[src/rtl/rs_dsp_pkg.sv]
// Shared types and widths for the DSP38 MULTIPLY_ADD_SUB sequencer slice.
package rs_dsp_pkg;

    localparam int DSP_A_W = 20;
    localparam int DSP_B_W = 18;
    localparam int DSP_Z_W = 38;

    typedef struct packed {
        logic       subtract;
        logic       round;
        logic       saturate;
        logic       unsigned_a;
        logic       unsigned_b;
        logic [5:0] shift_right;
    } dsp_cfg_t;

    typedef enum logic [1:0] {
        ST_IDLE,
        ST_ACCUM,
        ST_DRAIN,
        ST_RESULT
    } seq_state_t;

endpackage

[src/rtl/rs_dsp_mac_sequencer.sv]
// Job-level controller: turns a job descriptor plus an operand stream into one
// DSP38 dot product and returns it on a valid/ready result port.
module rs_dsp_mac_sequencer
    import rs_dsp_pkg::*;
#(
    parameter int LEN_W   = 8,
    parameter int ACC_LAT = 1
) (
    input  logic               clk,
    input  logic               lreset,
    input  logic               job_valid,
    output logic               job_ready,
    input  logic [LEN_W-1:0]   job_len,
    input  logic [10:0]        job_cfg,
    input  logic               op_valid,
    output logic               op_ready,
    input  logic [DSP_A_W-1:0] op_a,
    input  logic [DSP_B_W-1:0] op_b,
    output logic               res_valid,
    input  logic               res_ready,
    output logic [DSP_Z_W-1:0] res_data,
    output logic [DSP_A_W-1:0] dsp_a,
    output logic [DSP_B_W-1:0] dsp_b,
    output logic               dsp_load_acc,
    output logic [2:0]         dsp_feedback,
    output logic [5:0]         dsp_acc_fir,
    output dsp_cfg_t           dsp_cfg,
    input  logic [DSP_Z_W-1:0] dsp_z
);

    localparam logic [1:0] LAT_LAST = 2'(ACC_LAT - 1);

    seq_state_t       state, state_nxt;
    logic [LEN_W-1:0] tap_cnt;
    logic [1:0]       lat_cnt;
    logic             first_tap;
    logic             lat_done;
    logic             op_fire;

    assign dsp_feedback = 3'd0;
    assign dsp_acc_fir  = 6'd0;
    assign lat_done     = (lat_cnt == LAT_LAST);
    assign op_fire      = (state == ST_ACCUM) && op_valid;

    always_ff @(posedge clk or negedge lreset) begin
        if (!lreset) begin
            state     <= ST_IDLE;
            tap_cnt   <= '0;
            lat_cnt   <= '0;
            first_tap <= 1'b0;
            dsp_cfg   <= '0;
            res_data  <= '0;
        end else begin
            state <= state_nxt;
            case (state)
                ST_IDLE: if (job_valid) begin
                    tap_cnt   <= job_len;
                    dsp_cfg   <= dsp_cfg_t'(job_cfg);
                    first_tap <= 1'b1;
                    lat_cnt   <= '0;
                    if (job_len == '0) res_data <= '0;
                end
                ST_ACCUM: if (op_valid) begin
                    tap_cnt   <= tap_cnt - LEN_W'(1);
                    first_tap <= 1'b0;
                end
                ST_DRAIN: begin
                    lat_cnt <= lat_cnt + 2'd1;
                    if (lat_done) res_data <= dsp_z;
                end
                default: ;
            endcase
        end
    end

    // Idle ACCUM cycles feed zero operands so the accumulator holds its value.
    always_comb begin
        state_nxt    = state;
        job_ready    = 1'b0;
        op_ready     = 1'b0;
        res_valid    = 1'b0;
        dsp_a        = '0;
        dsp_b        = '0;
        dsp_load_acc = 1'b0;
        case (state)
            ST_IDLE: begin
                job_ready = 1'b1;
                if (job_valid) state_nxt = (job_len == '0) ? ST_RESULT : ST_ACCUM;
            end
            ST_ACCUM: begin
                op_ready = 1'b1;
                if (op_fire) begin
                    dsp_a        = op_a;
                    dsp_b        = op_b;
                    dsp_load_acc = first_tap;
                    if (tap_cnt == LEN_W'(1)) state_nxt = ST_DRAIN;
                end
            end
            ST_DRAIN: if (lat_done) state_nxt = ST_RESULT;
            ST_RESULT: begin
                res_valid = 1'b1;
                if (res_ready) state_nxt = ST_IDLE;
            end
            default: state_nxt = ST_IDLE;
        endcase
    end

endmodule

[config.mk]
export PLATFORM = sky130hd
export DESIGN_NAME = rs_dsp_mac_sequencer
export DESIGN_NICKNAME = d
export VERILOG_FILES = /design/src/rtl/rs_dsp_pkg.sv /design/src/rtl/rs_dsp_mac_sequencer.sv
export SDC_FILE = /design/constraint.sdc
export NUM_CORES = 1
export LEC_CHECK = 0
export CAP_MARGIN = 20
export CORE_ASPECT_RATIO = 0.9
export CORE_MARGIN = 3
export CORE_UTILIZATION = 40
export CTS_CLUSTER_DIAMETER = 150
export CTS_CLUSTER_SIZE = 14
export DETAILED_ROUTE_END_ITERATION = 10
export GPL_ROUTABILITY_DRIVEN = 0
export PLACE_DENSITY_LB_ADDON = 0.2
export SYNTH_ARGS = -nofsm -noshare
export SYNTH_HDL_FRONTEND = slang
export SYNTH_SLANG_ARGS = --single-unit
[constraint.sdc]
create_clock -name clk -period 2.25 [get_ports clk]
set_input_delay 0.225 -clock clk [delete_from_list [all_inputs] [get_ports clk]]
set_output_delay 0.225 -clock clk [all_outputs]
set_load 0.03 [all_outputs]
==> summary.txt <==
Die
  – Num ports: 200
  – Core area: 9742 um2
  – Overall die width: 111.7 um
  – Initial core utilization: 0.4127
  – DIE AREA: 11290 um2
  – Die H: 101.1 um
  – Row count: 34

Synth
  – Biggest area consumer among synthesized cells: dfrtp_1
  – Commonest cells post-synth: o21ai_0 (77), dfrtp_1 (62), inv_1 (48)
  – Mapped cell area: 4020 um2
  – Synth cell types: 39
  – Async SR Flop Fraction: 1.000
  – Synth Register Bits: 62
  – Top-count cell post-synth: o21ai_0
  – Sequential area share after synthesis: 0.3859
  – Gate Count Post-Synth: 477
  – Mean post-synth cell area: 8.428 um2
  – Synth top area share: 0.3859
  – Ys Warns: 0
  – Post-synth EDFFs: 0
  – Top FF cell, synth: dfrtp_1
  – Synth top area cells: dfrtp_1 (39%), o21ai_0 (9.6%), a221o_1 (9.2%)

Routing
  – Final ANT Viol Nets: 0
  – Drt total wl: 12880 um
  – DRC: 0
  – DR vias: 4197
  – Via density: 5.333
  – WL per Instance: 16.37 um
  – Drt initial violations: 256
  – Pre-antenna DRT Iters: 5

STA
  – Setup TNS: 0 ns
  – RSZ-0062 raised after global routing: false
  – Slew @ Worst Pin: 0.6245 ns
  – Fin crit share: 0.9060
  – FMAX: 0.4905 GHz
  – Clk_skew: 0.009037 ns
  – Setup violators final: 0
  – Post-layout min period: 2.039 ns
  – Max Transition Viols Final: 0
  – Slew headroom: 0.5837
  – Final hold violations: 0
  – Worst hold margin: 0.4397 ns

Placed design
  – Hpwl dp: 9335 um
  – DP Cell Count: 770
  – PortBufs: 190

Pwr
  – Power Total: 8.175 mW
  – PwrDens: 1323 nW/um2
  – Worst vdd ir: 0.001094 V
  – LEAKAGE: 2.715 nW

Global routing
  – Initial antenna violation count: 0
  – Vias in the first global route: 4100
  – First-pass GRT wire length: 20700 um
  – Total GRT Usage: 0.2230
  – Gr ovfl total: 0
  – Largest net degree at the start of global routing: 54

Clock network
  – Worst-path clk slew: 0.08 ns
  – Clock Latency Late Sink: 0.34 ns
  – CTS HTree Levels: 3
  – Root Buffer: clkbuf_8
  – CTS tree: built
  – Post-CTS setup buffers: 0
  – Clock Sinks: 62
  – CTS max path bufs: 2
  – Total clock buffers created by CTS: 9

Setup path
  – Worst R2R Path Depth: 6
  – CP max-delay cell: dfrtp_1
  – CP bufs+invs: 3
  – CP required: 2.03 ns
  – Crit-path max FO: 53
  – CP peak stage delay: 0.40 ns
  – Worst EP arrival: 1.81 ns
  – Worst r2r dst: tap_cnt[7]
  – Critical path capture point type: primary output
  – Kind of critical path: flip-flop to primary output
  – Critical R2R Launch: state[1]
  – Flop2flop setup slack: 0.26 ns
  – Worst-path cell chain: inv_1 > ha_1 > buf_6 > and3_1 > buf_12
  – CP startpoint kind: flip-flop
  – Family with the most delay on the worst path: buffers and inverters

Run
  – Max_cap viols: 0

Layout
  – Final cell count without fillers: 787
  – NumNets Final: 764
  – Final-layout fill cell count: 866
  – Area growth, synth to finish: 53.72%
  – Share of layout cells above drive strength 1: 0.1483
  – Number of diodes: 0

Min path
  – Worst min path class: input pin to asynchronous set/reset pin

Status
  – Status: finished clean
==> registers in the layout (all words and copies together), names as in the netlist <==
name / cells
res_data: 38
dsp_cfg: 11
lat_cnt: 2
first_tap: 1
tap_cnt: 8
state: 2
==> placed cells by master (no fill, tap or decap), types with 3 or more instances in the layout <==
cell type,count
a21oi_1,4
a221o_1,37
and3_1,39
buf_12,3
buf_4,56
clkbuf_8,10
clkdlybuf4s50_1,148
clkinvlp_4,3
conb_1,9
dfrtp_1,62
ha_1,7
inv_1,48
mux2_2,12
mux2i_1,3
nand2_1,43
nand2b_1,4
nand3_1,41
nand4_1,4
nor2_1,7
nor3_1,3
o21ai_0,77
o21ai_1,4
o22ai_1,7
==> cell families (layout without fill, tap and decap cells) <==
| group | after synthesis | count (layout) | synth area share |
|---|---|---|---|
| simple gates | 155 | 155 | 0.2098 |
| compound gates | 137 | 137 | 0.2288 |
| buf+inv | 99 | 275 | 0.1086 |
| flops | 62 | 62 | 0.3859 |
| mux | 15 | 15 | 0.04108 |
| fa+ha+maj | 8 | 8 | 0.02490 |
| other cells | 1 | 9 | 0.0009328 |
==> routing by layer <==
| metal | vias up | global-route usage | wire, um |
|---|---|---|---|
| li1 | 2046 | - | - |
| met4 | 0 | 0.04116 | 77 |
| met5 | - | 0 | 0 |
| met1 | 2008 | 0.3044 | 5759 |
| met3 | 8 | 0.04202 | 689 |
| met2 | 135 | 0.3765 | 6356 |
==> repair_timing <==
item                                    4_1_cts  5_1_grt
hold buffers                                  1        0
endpoints found under the setup margin        0       23
gates resized for setup                       0        2
hold endpoints to repair                     23        0
==> worst max-delay path by stage <==
stage	startpoint	to	slack, ns	cells after the start
2_1_floorplan	state[1]	tap_cnt[2]	0.20	7
3_3_place_gp	job_len[2]	res_data[22]	0.35	6
3_5_place_dp	job_len[6]	res_data[23]	0.28	6
4_1_cts	state[0]	job_ready	0.07	4
5_1_grt	state[1]	dsp_a[8]	0.06	5
6_report	state[1]	dsp_a[6]	0.21	5
==> stage by stage <==
step,area (um2),setup slack (ns),utilization
after floorplan,4050,0.2014,-
after global placement,5956,0.3481,0.6114
after detailed placement,5956,0.2848,0.6114
after CTS,6173,0.06850,0.6337
after global routing,6180,0.05685,0.6343
final,6180,0.2114,0.6343
==> area by class of cell <==
type | instances | area (um2) | area share
clock buffer | 10 | 137.6 | 0.02227
timing repair buffer | 211 | 2001 | 0.3237
inverter | 48 | 180.2 | 0.02916
clock inverter | 6 | 70.07 | 0.01134
sequential | 62 | 1551 | 0.2511
multi-input combinational | 324 | 2082 | 0.3369
tap | 126 | 157.7 | 0.02551
==> report_power, final <==
group          total [mW]  switching (mW)  internal (mW)
clock network        1.03           0.486          0.547
registers            2.10           0.470           1.63
logic                5.05            2.89           2.16
total                8.18            3.84           4.33
No activity file was read; power rests on OpenSTA's default activity.
